[config.mk]
export PLATFORM = sky130hd
export DESIGN_NAME = if_id_buffer
export DESIGN_NICKNAME = d
export VERILOG_FILES = /design/src/rtl/if_id_buffer.sv
export SDC_FILE = /design/constraint.sdc
export NUM_CORES = 1
export LEC_CHECK = 0
export CAP_MARGIN = 20
export CELL_PAD_IN_SITES_DETAIL_PLACEMENT = 1
export CELL_PAD_IN_SITES_GLOBAL_PLACEMENT = 2
export CORE_MARGIN = 4
export CORE_UTILIZATION = 32
export CTS_BUF_LIST = sky130_fd_sc_hd__clkbuf_4 sky130_fd_sc_hd__clkbuf_8
export CTS_CLUSTER_SIZE = 28
export DETAILED_ROUTE_END_ITERATION = 7
export PLACE_DENSITY_LB_ADDON = 0.3
export SETUP_SLACK_MARGIN = 0.5
export SYNTH_ARGS = -nofsm -noshare
export SYNTH_HDL_FRONTEND = slang
export SYNTH_SLANG_ARGS = --single-unit
[constraint.sdc]
create_clock -name clk -period 1.9 [get_ports clk]
set_clock_uncertainty 0.2 [all_clocks]
set_input_delay 0.19 -clock clk [delete_from_list [all_inputs] [get_ports clk]]
set_output_delay 0.19 -clock clk [all_outputs]
set_load 0.005 [all_outputs]
[src/rtl/if_id_buffer.sv]
// ---------------------------------------------------------------------------
// if_id_buffer
//
// Purpose:
//   Two-entry circular buffer that decouples instruction fetch from decode.
//   Fetch pushes {pc, instr} pairs. Decode consumes the head entry unless it
//   stalls. A flush discards everything that is buffered, together with the
//   instruction arriving in the same cycle. When the buffer is empty it
//   presents a nop (all-zero pc/instr), so decode never sees stale data.
//
// Optional feature (macro IF_ID_EXC_EN):
//   When defined, each entry carries a 5-bit exception code, exposed on
//   exc_out. A fetch from a misaligned PC, or from a PC outside the text
//   window 0x3000..0x6FFC, is tagged AdEL (5'd4). Its instruction word is
//   replaced by 0. Without the macro there is no exc_out port and
//   instructions are stored unmodified.
//
// Ports:
//   clk        in   1   clock, all state updates on posedge
//   reset      in   1   asynchronous, active-low reset
//   in_pc      in   32  PC of the fetched instruction
//   in_instr   in   32  fetched instruction word
//   in_valid   in   1   fetch slot holds a real instruction
//   in_ready   out  1   buffer accepts a push this cycle (registered state only)
//   id_stall   in   1   decode holds; head is not consumed
//   flush      in   1   discard buffered and incoming instructions
//   out_pc     out  32  PC of head entry (0 when empty)
//   out_instr  out  32  instruction of head entry (0 when empty)
//   out_valid  out  1   head entry present
//   count      out  2   occupancy 0..2
//   exc_out    out  5   head exception code (only with IF_ID_EXC_EN)
//
// Parameter:
//   DEPTH      number of entries; only 2 is supported (1-bit wrapping pointers)
// ---------------------------------------------------------------------------
module if_id_buffer #(
  parameter int DEPTH = 2
) (
  input  logic        clk,
  input  logic        reset,
  input  logic [31:0] in_pc,
  input  logic [31:0] in_instr,
  input  logic        in_valid,
  output logic        in_ready,
  input  logic        id_stall,
  input  logic        flush,
  output logic [31:0] out_pc,
  output logic [31:0] out_instr,
  output logic        out_valid,
  output logic [1:0]  count
`ifdef IF_ID_EXC_EN
  ,
  output logic [4:0]  exc_out
`endif
);

  localparam int PTR_W = (DEPTH > 1) ? $clog2(DEPTH) : 1;

`ifdef IF_ID_EXC_EN
  localparam logic [31:0] TEXT_LO  = 32'h0000_3000;
  localparam logic [31:0] TEXT_HI  = 32'h0000_6FFC;
  localparam logic [4:0]  EXC_ADEL = 5'd4;

  // Instruction-fetch address error: misaligned, or outside the text window.
  function automatic logic fetch_addr_fault(input logic [31:0] pc);
    return (pc[1:0] != 2'b00) || (pc < TEXT_LO) || (pc > TEXT_HI);
  endfunction
`endif

  // Storage and control state
  logic [31:0]      pc_q    [DEPTH];
  logic [31:0]      pc_d    [DEPTH];
  logic [31:0]      instr_q [DEPTH];
  logic [31:0]      instr_d [DEPTH];
`ifdef IF_ID_EXC_EN
  logic [4:0]       exc_q   [DEPTH];
  logic [4:0]       exc_d   [DEPTH];
  logic             fault;
`endif
  logic [PTR_W-1:0] wptr_q, wptr_d;
  logic [PTR_W-1:0] rptr_q, rptr_d;
  logic [1:0]       count_q, count_d;

  logic             push;
  logic             pop;

  // in_ready depends only on registered occupancy. A full buffer therefore
  // refuses a push even in a cycle where decode pops the head; the freed
  // slot becomes visible on the next cycle.
  assign in_ready  = (count_q != 2'd2);
  assign out_valid = (count_q != 2'd0);
  assign count     = count_q;

  // Flush masks both handshakes, so it always wins over push and pop.
  assign push = in_valid && in_ready && !flush;
  assign pop  = out_valid && !id_stall && !flush;

`ifdef IF_ID_EXC_EN
  assign fault = fetch_addr_fault(in_pc);
`endif

  // Next-state logic
  always_comb begin
    pc_d    = pc_q;
    instr_d = instr_q;
`ifdef IF_ID_EXC_EN
    exc_d   = exc_q;
`endif
    wptr_d  = wptr_q;
    rptr_d  = rptr_q;
    count_d = count_q;

    if (flush) begin
      // Storage is left as is; zeroing the pointers and count makes the
      // old contents unreachable.
      wptr_d  = '0;
      rptr_d  = '0;
      count_d = 2'd0;
    end else begin
      if (push) begin
        pc_d[wptr_q] = in_pc;
`ifdef IF_ID_EXC_EN
        instr_d[wptr_q] = fault ? 32'h0 : in_instr;
        exc_d[wptr_q]   = fault ? EXC_ADEL : 5'd0;
`else
        instr_d[wptr_q] = in_instr;
`endif
        wptr_d = wptr_q + 1'b1;
      end

      if (pop) begin
        rptr_d = rptr_q + 1'b1;
      end

      case ({push, pop})
        2'b10:   count_d = count_q + 2'd1;
        2'b01:   count_d = count_q - 2'd1;
        default: count_d = count_q;
      endcase
    end
  end

  // State registers
  always_ff @(posedge clk or negedge reset) begin
    if (!reset) begin
      for (int i = 0; i < DEPTH; i++) begin
        pc_q[i]    <= '0;
        instr_q[i] <= '0;
`ifdef IF_ID_EXC_EN
        exc_q[i]   <= '0;
`endif
      end
      wptr_q  <= '0;
      rptr_q  <= '0;
      count_q <= 2'd0;
    end else begin
      for (int i = 0; i < DEPTH; i++) begin
        pc_q[i]    <= pc_d[i];
        instr_q[i] <= instr_d[i];
`ifdef IF_ID_EXC_EN
        exc_q[i]   <= exc_d[i];
`endif
      end
      wptr_q  <= wptr_d;
      rptr_q  <= rptr_d;
      count_q <= count_d;
    end
  end

  // Head presentation: an empty buffer shows a nop rather than stale data.
  always_comb begin
    out_pc    = 32'h0;
    out_instr = 32'h0;
`ifdef IF_ID_EXC_EN
    exc_out   = 5'd0;
`endif
    if (out_valid) begin
      out_pc    = pc_q[rptr_q];
      out_instr = instr_q[rptr_q];
`ifdef IF_ID_EXC_EN
      exc_out   = exc_q[rptr_q];
`endif
    end
  end

endmodule

==> key figures, run 1 <==
Hold path
  – Min-Delay Path Class: input pin to async pin

Clock tree
  – Inserted Clock Buffers: 17
  – CTS tree: yes
  – Clk_lat worst skew: about 0.45 ns
  – H-Tree Depth: 4
  – CTS max path bufs: 2
  – Root Buffer: clkbuf_8
  – Worst-path clk slew: 0.08 ns
  – Clk sink count: around 130

Run
  – Max cap viols: 0

Yosys
  – Post-synthesis simple-gate area fraction: 0.0552
  – Synth Area in Compound Gates: 0.00708
  – Area share of fa/ha/maj cells after synthesis: 0
  – XOR/XNOR Fraction of Synth Area: 0
  – Sequential-to-total area share from yosys stat: 0.534
  – Yosys reg bits: 132
  – Ys Warns: 0
  – Post-synthesis average cell area: ~14 um^2
  – Ys async rst share: 1.00
  – Ys flop type: dfrtp_1
  – Largest family of logic cells by synthesized area: multiplexers
  – Syn Nets: 508
  – Mux contribution to synthesized area: 0.373
  – Syn Inst Count: about 440
  – Synth unique cells: 25
  – Netlist Area Pre-Place: 6180 um^2
  – Post-synth EDFFs: 0

Critical path
  – Crit path DAT: roughly 1.8 ns
  – Highest-delay cell along the critical path: dfrtp_4
  – Worst Path Required: between 1.5 and 2 ns
  – Worst-path maximum fanout: 6
  – Worst R2R End: pc_q[39]
  – R2r setup slk: -0.23 ns
  – Reg2reg start: count[1]
  – Crit path largest cell delay: about 0.51 ns
  – CP startpoint kind: register
  – R2R cell count: 8
  – Crit path buf inv count: 4
  – WP depth: 6
  – Critical Path Sink: out_pc[15]
  – Kind of critical path: register to output pin
  – Crit path from: rptr_q
  – Delay-heaviest family, CP: buffers and inverters
  – Crit. End Element: output pin
  – Critical path, cell by cell: buf_12 > buf_8 > buf_16 > mux2i_1 > nor2_2 > buf_2

Status
  – Failing checks: setup timing
  – Status: complete, but fails checks

Floorplan
  – Full die area: around 22000 um^2
  – IO Count: approximately 140
  – Die width: about 150 um
  – Core area: 18800 um^2
  – # rows: 50
  – Starting Density: 0.328
  – Die Y: about 150 um

Route
  – Routed WL: roughly 20 mm
  – WL per Instance: about 21 um
  – DR vias: roughly 4400
  – Final ANT Viol Nets: 0
  – First-pass DRT Iterations: 4
  – Initial DRC count: 138
  – Residual DRC: 0
  – Via density: 4.73

Placement
  – Port bufs: around 140
  – Final HPWL from detailed placement: around 11 mm
  – Routability congestion estimate: roughly 0.75

Global route
  – Initial antenna violation count: 0
  – Vias in the first global route: 5223
  – Pin count of the biggest net entering global routing: 37
  – Gr usage total: 0.189
  – First-pass GRT wire length: approximately 31 mm
  – Global route total overflow: 0

Power
  – Power Density: just under 1000 nW/um^2
  – Leak: roughly 0.0046 uW
  – Total power: 9420 uW
  – Worst-case vdd ir drop: ~430 uV

Timing
  – Setup violators final: 194
  – Peak Freq: between 0.4 and 0.5 GHz
  – Final slew viol count: 0
  – Slew margin rel.: 0.676
  – RSZ-0062 raised after global routing: true
  – Final hold violation count: 0
  – Fin Hold WS: ~0.041 ns
  – Tmin final: 2.23 ns
  – Part of the cycle the worst path needs: 1.17
  – Worst Tran Pin Value: slightly below 0.5 ns
  – Final WS setup: -0.326 ns

Cells and area
  – Commonest non-fill, non-tap cell in the layout: dfrtp_1
  – Most frequent cells in the layout: 130 x dfrtp_1, 128 x mux2_4, 67 x clkdlybuf4s50_1
  – Inserted Diodes: 0
  – Ratio of cells with drive above 1 in the final layout: 0.501
  – Nets@finish: 725
  – Fillers: approximately 1900
  – Final core occ: 0.516
  – Area delta synth->final: 57.3%
-- flip-flops by register name, indices dropped and copies added (netlist names) --
register and cells:
instr_q 64, pc_q 64, count 2, rptr_q 1, wptr_q 1
-- cell usage after synthesis (2+ instances only) --
library cell / count / area (um^2)
dfrtp_1: 132 / 3300
mux2_2: 68 / 766
nor2_1: 65 / 244
mux2i_1: 64 / 641
mux2_4: 60 / 901
buf_2: 6 / 30.0
buf_4: 6 / 45.0
buf_6: 6 / 67.6
clkbuf_1: 5 / 18.8
buf_1: 4 / 15.0
a21oi_1: 3 / 15.0
inv_1: 3 / 11.3
o21ai_0: 3 / 15.0
nand3_1: 2 / 10.0
or2b_1: 2 / 15.0
-- through the flow --
step                setup TNS [ns]  std cells  cell area, um^2  setup slack [ns]
CTS                         -36.95        918             9580            -0.359
floorplan                    -1.31        439             6230           -0.0218
detailed placement          -19.69        831             8040            -0.232
finish                      -36.19        929             9720            -0.326
global route                -50.86        929             9720            -0.397
global placement            -16.95        831             8040            -0.221
-- cell type report --
class	count	area [um^2]	share of cell area
flip-flops and latches	132	3310	0.340
multi-input cells	277	3000	0.309
repair buffers	225	2590	0.267
well taps	260	325	0.0335
clock buffers	19	249	0.0256
clock inverters	13	231	0.0238
inverters	3	13.8	0.00142
-- per-layer routing --
| layer | up-vias | GRT usage | share of wire |
|---|---|---|---|
| met1 | 2284 | 0.238 | 0.43 |
| met3 | 22 | 0.0463 | 0.041 |
| met2 | 111 | 0.321 | 0.51 |
| met4 | 0 | 0.0624 | 0.018 |
| met5 | - | 0 | 0 |
| li1 | 1975 | - | - |
-- what timing repair did --
action,4_1_cts,5_1_grt
setup endpoints to repair,198,200
gates cloned,20,0
pin swaps,41,37
setup buffers,34,11
hold buffers,1,0
resized for setup,399,23
endpoints found under the hold margin,132,0
-- worst min-delay path by stage --
stage,endpoint,slack (ns),cells past startpoint
2_1_floorplan,count[0],-0.31,0
3_3_place_gp,rptr_q,-0.02,1
3_5_place_dp,wptr_q,-0.02,1
4_1_cts,rptr_q,0.04,2
5_1_grt,rptr_q,0.07,2
6_report,rptr_q,0.04,2
-- power breakdown --
part           internal (uW)  switching, uW  total (uW)
registers               3490            421        3910
logic                   1720            894        2620
clock network           1720           1170        2890
-- logic make-up after synthesis --
logic type             after synthesis
AO/OA/AOI/OAI                        8
AND/OR/NAND/NOR                     77
buffers and inverters               30
flip-flops                         132
multiplexers                       192
Note: power is estimated with default switching activity, not from simulation.
==> run 2: changes to the inputs <==
--- a/config.mk
+++ b/config.mk
@@ -13,7 +13,7 @@
 export CTS_BUF_LIST = sky130_fd_sc_hd__clkbuf_4 sky130_fd_sc_hd__clkbuf_8
 export CTS_CLUSTER_SIZE = 28
 export DETAILED_ROUTE_END_ITERATION = 7
-export PLACE_DENSITY_LB_ADDON = 0.3
+export PLACE_DENSITY = 0.77
 export SETUP_SLACK_MARGIN = 0.5
 export SYNTH_ARGS = -nofsm -noshare
 export SYNTH_HDL_FRONTEND = slang
==> run 2 against run 1 <==
  * Critical endpoint is now pc_q[53]
  * Critical path depth up 4
  * The run still ends with setup timing left
  * Sequential power shrank 1%
  * Critical path type is now register to register
  * Hold slack improved by 0.061 ns
  * Sequential share of layout area up 1.8 points
  * Fmax is 3.8% lower
  * Clock-buffer cell count increased by 1
==> key figures, run 2 (synthesis results as in run 1) <==
Status
  – Status: complete, but fails checks
  – Failing checks: setup timing

Power
  – Total power: between 9000 and 10000 uW
  – Worst-case vdd ir drop: roughly 450 uV
  – Power Density: 974 nW/um^2
  – Leak: between 0.004 and 0.005 uW

Critical path
  – Kind of critical path: register to register
  – Worst-path maximum fanout: 15
  – Critical Path Sink: pc_q[53]
  – Worst R2R End: pc_q[53]
  – Crit path from: count[1]
  – CP startpoint kind: register
  – R2r setup slk: -0.41 ns
  – Reg2reg start: count[1]
  – Worst Path Required: approximately 2.0 ns
  – R2R cell count: 10
  – Crit. End Element: register
  – Crit path DAT: approximately 2.4 ns

Global route
  – First-pass GRT wire length: 26.8 mm
  – Pin count of the biggest net entering global routing: 61
  – Global route total overflow: 0
  – Vias in the first global route: slightly below 5000
  – Gr usage total: 0.157
  – Initial antenna violation count: 0

Timing
  – RSZ-0062 raised after global routing: true
  – Worst Tran Pin Value: 0.621 ns
  – Setup TNS: -59.19 ns
  – Setup violators final: 198
  – Final WS setup: -0.413 ns
  – Final slew viol count: 0
  – Peak Freq: 0.432 GHz
  – Slew margin rel.: 0.586
  – Tmin final: between 2 and 2.5 ns
  – Final hold violation count: 0
  – Part of the cycle the worst path needs: 1.22

Cells and area
  – Non-filler cells, final: 930
  – Area occupied by multi-input gates: roughly 2800 um^2
  – Area delta synth->final: 49.6%
  – Nets@finish: 727
  – Finished Cell Area: approximately 9200 um^2
  – Most frequent cells in the layout: 130 x dfrtp_1, 67 x clkdlybuf4s50_1, 64 x mux2_2, 64 x mux2_4, 60 x mux2i_1
  – Inserted Diodes: 0
  – Seq. cell area: roughly 3300 um^2
  – Ratio of cells with drive above 1 in the final layout: 0.507
  – Final core occ: 0.491
  – Commonest non-fill, non-tap cell in the layout: dfrtp_1
  – Fillers: ~1900

Hold path
  – Min-Delay Path Class: input pin to async pin

Placement
  – Placed Cells: 840
  – Port bufs: between 100 and 150
  – Routability congestion estimate: roughly 0.74
  – Placed inst area: 8140 um^2
  – Final HPWL from detailed placement: between 10 and 15 mm

Clock tree
  – Worst-path clk slew: approximately 0.080 ns
  – CTS max path bufs: 2
  – Root Buffer: clkbuf_8
  – H-Tree Depth: 4
  – Clk sink count: ~130
  – CTS tree: yes
  – Clk_lat worst skew: around 0.45 ns
  – Inserted Clock Buffers: 17

Floorplan
  – Die width: ~150 um
  – # rows: 50
  – Starting Density: 0.328
  – IO Count: 137
  – Full die area: 21600 um^2
  – Core area: 18800 um^2
  – Die Y: approximately 150 um

Route
  – Residual DRC: 0
  – Final ANT Viol Nets: 0
  – Initial DRC count: between 100 and 150
  – Via density: around 4.6
  – First-pass DRT Iterations: 4
  – Routed WL: approximately 19 mm
  – WL per Instance: around 20 um
  – DR vias: ~4300

Run
  – Max cap viols: 0
[run 2: cell count changes in the layout (fill, tap and decap cells not counted), moves of 3 or more]
| cell | delta |
|---|---|
| mux2_2 | +64 |
| mux2_4 | -64 |
| buf_2 | -43 |
| clkbuf_2 | +43 |
| buf_16 | -20 |
| buf_4 | +14 |
| clkbuf_16 | +9 |
| nor2_1 | -5 |
| nor2_2 | +5 |
| buf_12 | -4 |
| clkbuf_8 | +3 |
[run 2: repair_timing]
action | 4_1_cts | 5_1_grt
endpoints found under the setup margin | 198 | 200
pin swaps | 4 | 11
gates resized for setup | 144 | 136
hold endpoints to repair | 107 | 0
hold buffers | 1 | 0
buffers inserted | 12 | 32
gates cloned | 3 | 11
[run 2: critical path, cell delays in order, from the launching register on]
cell and delay (ns):
dfrtp_1 0.40, buf_6 0.12, buf_6 0.10, buf_6 0.10
buf_6 0.10, nor2b_4 0.13, buf_6 0.11, nor4_4 0.23
buf_6 0.19, buf_12 0.18, mux2_4 0.31
[run 2: stage by stage]
stage / hold WS (ns) / setup slack [ns]
after floorplan: -0.306 / -0.0218
after global placement: 0.0115 / -0.202
after detailed placement: 0.0216 / -0.224
after CTS: 0.0931 / -0.499
after global routing: 0.127 / -0.480
final: 0.102 / -0.413
[run 2: cell type report]
class	count	share of cell area
Multi-Input combinational cell	277	0.301
Sequential cell	132	0.358
Clock inverter	11	0.0215
Inverter	3	0.00122
Clock buffer	20	0.0298
Tap cell	260	0.0352
Timing Repair Buffer	227	0.253
[run 2: worst min-delay path by stage]
stage                    end  cells past startpoint  slack [ns]
floorplan           count[0]                      0       -0.31
global placement    pc_q[22]                      1        0.01
detailed placement  pc_q[20]                      1        0.02
CTS                 pc_q[20]                      2        0.09
global route        pc_q[20]                      2        0.13
finish              pc_q[22]                      2        0.10
[run 2: report_power, final]
group          internal, uW  leakage, uW  switching, uW  total (uW)
clock                  1670     0.000228           1160        2820
sequential             3490      0.00157            388        3870
combinational          1450      0.00240            856        2310
total                  6610      0.00420           2400        9010
[run 2: per-layer routing]
| metal | wire [um] | GRT usage |
|---|---|---|
| met5 | 0 | 0 |
| met4 | 153 | 0.0419 |
| met3 | 611 | 0.0435 |
| met2 | 9660 | 0.265 |
| met1 | 8270 | 0.198 |
==> run 3: changes to the inputs <==
==> constraint.sdc (replaced) <==
create_clock -name clk -period 1.9 [get_ports clk]
set_clock_uncertainty 0.2 [all_clocks]
set_input_delay 0.38 -clock clk [delete_from_list [all_inputs] [get_ports clk]]
set_output_delay 0.38 -clock clk [all_outputs]
set_load 0.005 [all_outputs]
==> run 3 against run 2 <==
  * The flow still finishes with violations (setup timing)
  * Routed wire length rose by 6.7%
  * Setup slack got worse by 0.034 ns
  * Die area did not move
  * Clock-buffer cell count rose by 2
  * First-iteration DRC count fell by 6.2%
  * Clock power fell by 16%
  * Via count rose by 1.5%
  * Largest power group unchanged
==> key figures, run 3 (synthesis results as in run 1) <==
Cells and area
  – Area occupied by multi-input gates: 3030 um^2
  – Ratio of cells with drive above 1 in the final layout: 0.507
  – Area delta synth->final: 54.4%
  – Nets@finish: a little over 700
  – Inserted Diodes: 0
  – Seq. cell area: approximately 3300 um^2
  – Non-filler cells, final: 930
  – Most frequent cells in the layout: 131 x dfrtp_1, 128 x mux2_4, 67 x clkdlybuf4s50_1
  – Final core occ: 0.507
  – Fillers: 1911
  – Commonest non-fill, non-tap cell in the layout: dfrtp_1

Clock tree
  – Worst-path clk slew: around 0.080 ns
  – Clk sink count: between 100 and 150
  – Root Buffer: clkbuf_8
  – CTS tree: yes
  – CTS max path bufs: 2
  – Inserted Clock Buffers: 17
  – H-Tree Depth: 4
  – Clk_lat worst skew: about 0.45 ns

Global route
  – Gr usage total: 0.161
  – Vias in the first global route: about 5000
  – Initial antenna violation count: 0
  – Global route total overflow: 0
  – First-pass GRT wire length: 27.3 mm
  – Pin count of the biggest net entering global routing: 66

Floorplan
  – Core area: about 19000 um^2
  – # rows: 50
  – Die Y: ~150 um
  – Die width: approximately 150 um
  – IO Count: about 140
  – Full die area: around 22000 um^2
  – Starting Density: 0.328

Timing
  – Final hold violation count: 0
  – Setup violators final: 196
  – Peak Freq: approximately 0.43 GHz
  – Tmin final: 2.35 ns
  – Slew margin rel.: 0.756
  – Part of the cycle the worst path needs: 1.24
  – RSZ-0062 raised after global routing: true
  – Worst Tran Pin Value: approximately 0.37 ns
  – Final WS setup: -0.447 ns
  – Final slew viol count: 0

Critical path
  – Worst-path maximum fanout: 6
  – Crit path top cell by count: buf_4
  – Highest-delay cell along the critical path: dfrtp_4
  – Kind of critical path: register to output pin
  – Crit. End Element: output pin
  – Worst Path Required: approximately 1.3 ns
  – Critical path, cell by cell: buf_4 > buf_12 > buf_4 > mux2i_1 > nor2_1 > buf_2
  – CP startpoint kind: register
  – Crit path DAT: approximately 1.8 ns
  – Crit path largest cell delay: slightly below 0.5 ns

Route
  – Via density: between 4 and 5
  – Initial DRC count: 122
  – First-pass DRT Iterations: 4
  – Routed WL: 19.9 mm
  – WL per Instance: about 21 um
  – Final ANT Viol Nets: 0
  – DR vias: 4390
  – Residual DRC: 0

Status
  – Failing checks: setup timing
  – Status: complete, but fails checks

Power
  – Leak: roughly 0.0046 uW
  – Worst-case vdd ir drop: around 440 uV
  – Power Density: ~930 nW/um^2

Placement
  – Routability congestion estimate: 0.707
  – Port bufs: ~140
  – Placed Cells: between 800 and 900
  – DP Worst Slack: -0.403 ns
  – Final HPWL from detailed placement: around 11 mm

Hold path
  – Min-Delay Path Class: input pin to async pin

Run
  – Max cap viols: 0
## run 3: cell type report
cell class                      count  share of cell area
Tap cell                          260              0.0341
Inverter                            3             0.00144
Sequential cell                   132               0.346
Timing Repair Buffer              227               0.260
Multi-Input combinational cell    277               0.317
Clock inverter                      9              0.0110
Clock buffer                       22              0.0298
## run 3: repair_timing
action                                  CTS  global route
pin swaps                                 2            22
setup buffers                            16            21
hold buffers                              1             0
hold endpoints to repair                132             0
cloned                                    4            17
resized for setup                       197           202
endpoints found under the setup margin  199           200
## run 3: critical path: cells and delay by family, from the launching register on
family | cells | cell delay (ns)
DFF | 1 | 0.49
and+or+nand+nor | 1 | 0.06
muxes | 1 | 0.17
buffers and inverters | 4 | 0.58
## run 3: power breakdown
part           internal, uW  switching [uW]
logic                  1710             891
registers              3490             445
clock network          1270            1110
total                  6470            2450
## run 3: per-layer routing
layer,share of wire,track usage,vias up
li1,-,-,1966
met1,0.43,0.196,2293
met2,0.52,0.282,105
met3,0.033,0.0364,26
met4,0.018,0.0522,0
met5,0,0,-
## run 3: metrics by stage
| stage | hold WS (ns) | power, uW | cell area, um^2 | setup TNS [ns] |
|---|---|---|---|---|
| after CTS | 0.0923 | 8450 | 8670 | -58.02 |
| after detailed placement | 0.0507 | 6040 | 8140 | -47.14 |
| after global routing | 0.164 | 9380 | 9550 | -85.22 |
| after floorplan | -0.116 | 5060 | 6250 | -1.31 |
| after global placement | 0.0476 | 5910 | 8140 | -44.54 |
| final | 0.167 | 8910 | 9550 | -71.93 |
## run 3: final timing paths
kind,end,slack [ns],start,cells past startpoint
setup reg to reg,pc_q[3],-0.44,count[0],11
min in group clk,instr_q[24],0.32,instr_q[24],1
hold / removal,pc_q[19],0.17,reset,2
setup / recovery,out_pc[27],-0.45,rptr_q,6
max in group asynchronous,instr_q[9],0.70,reset,3
hold reg to reg,instr_q[24],0.32,instr_q[24],1
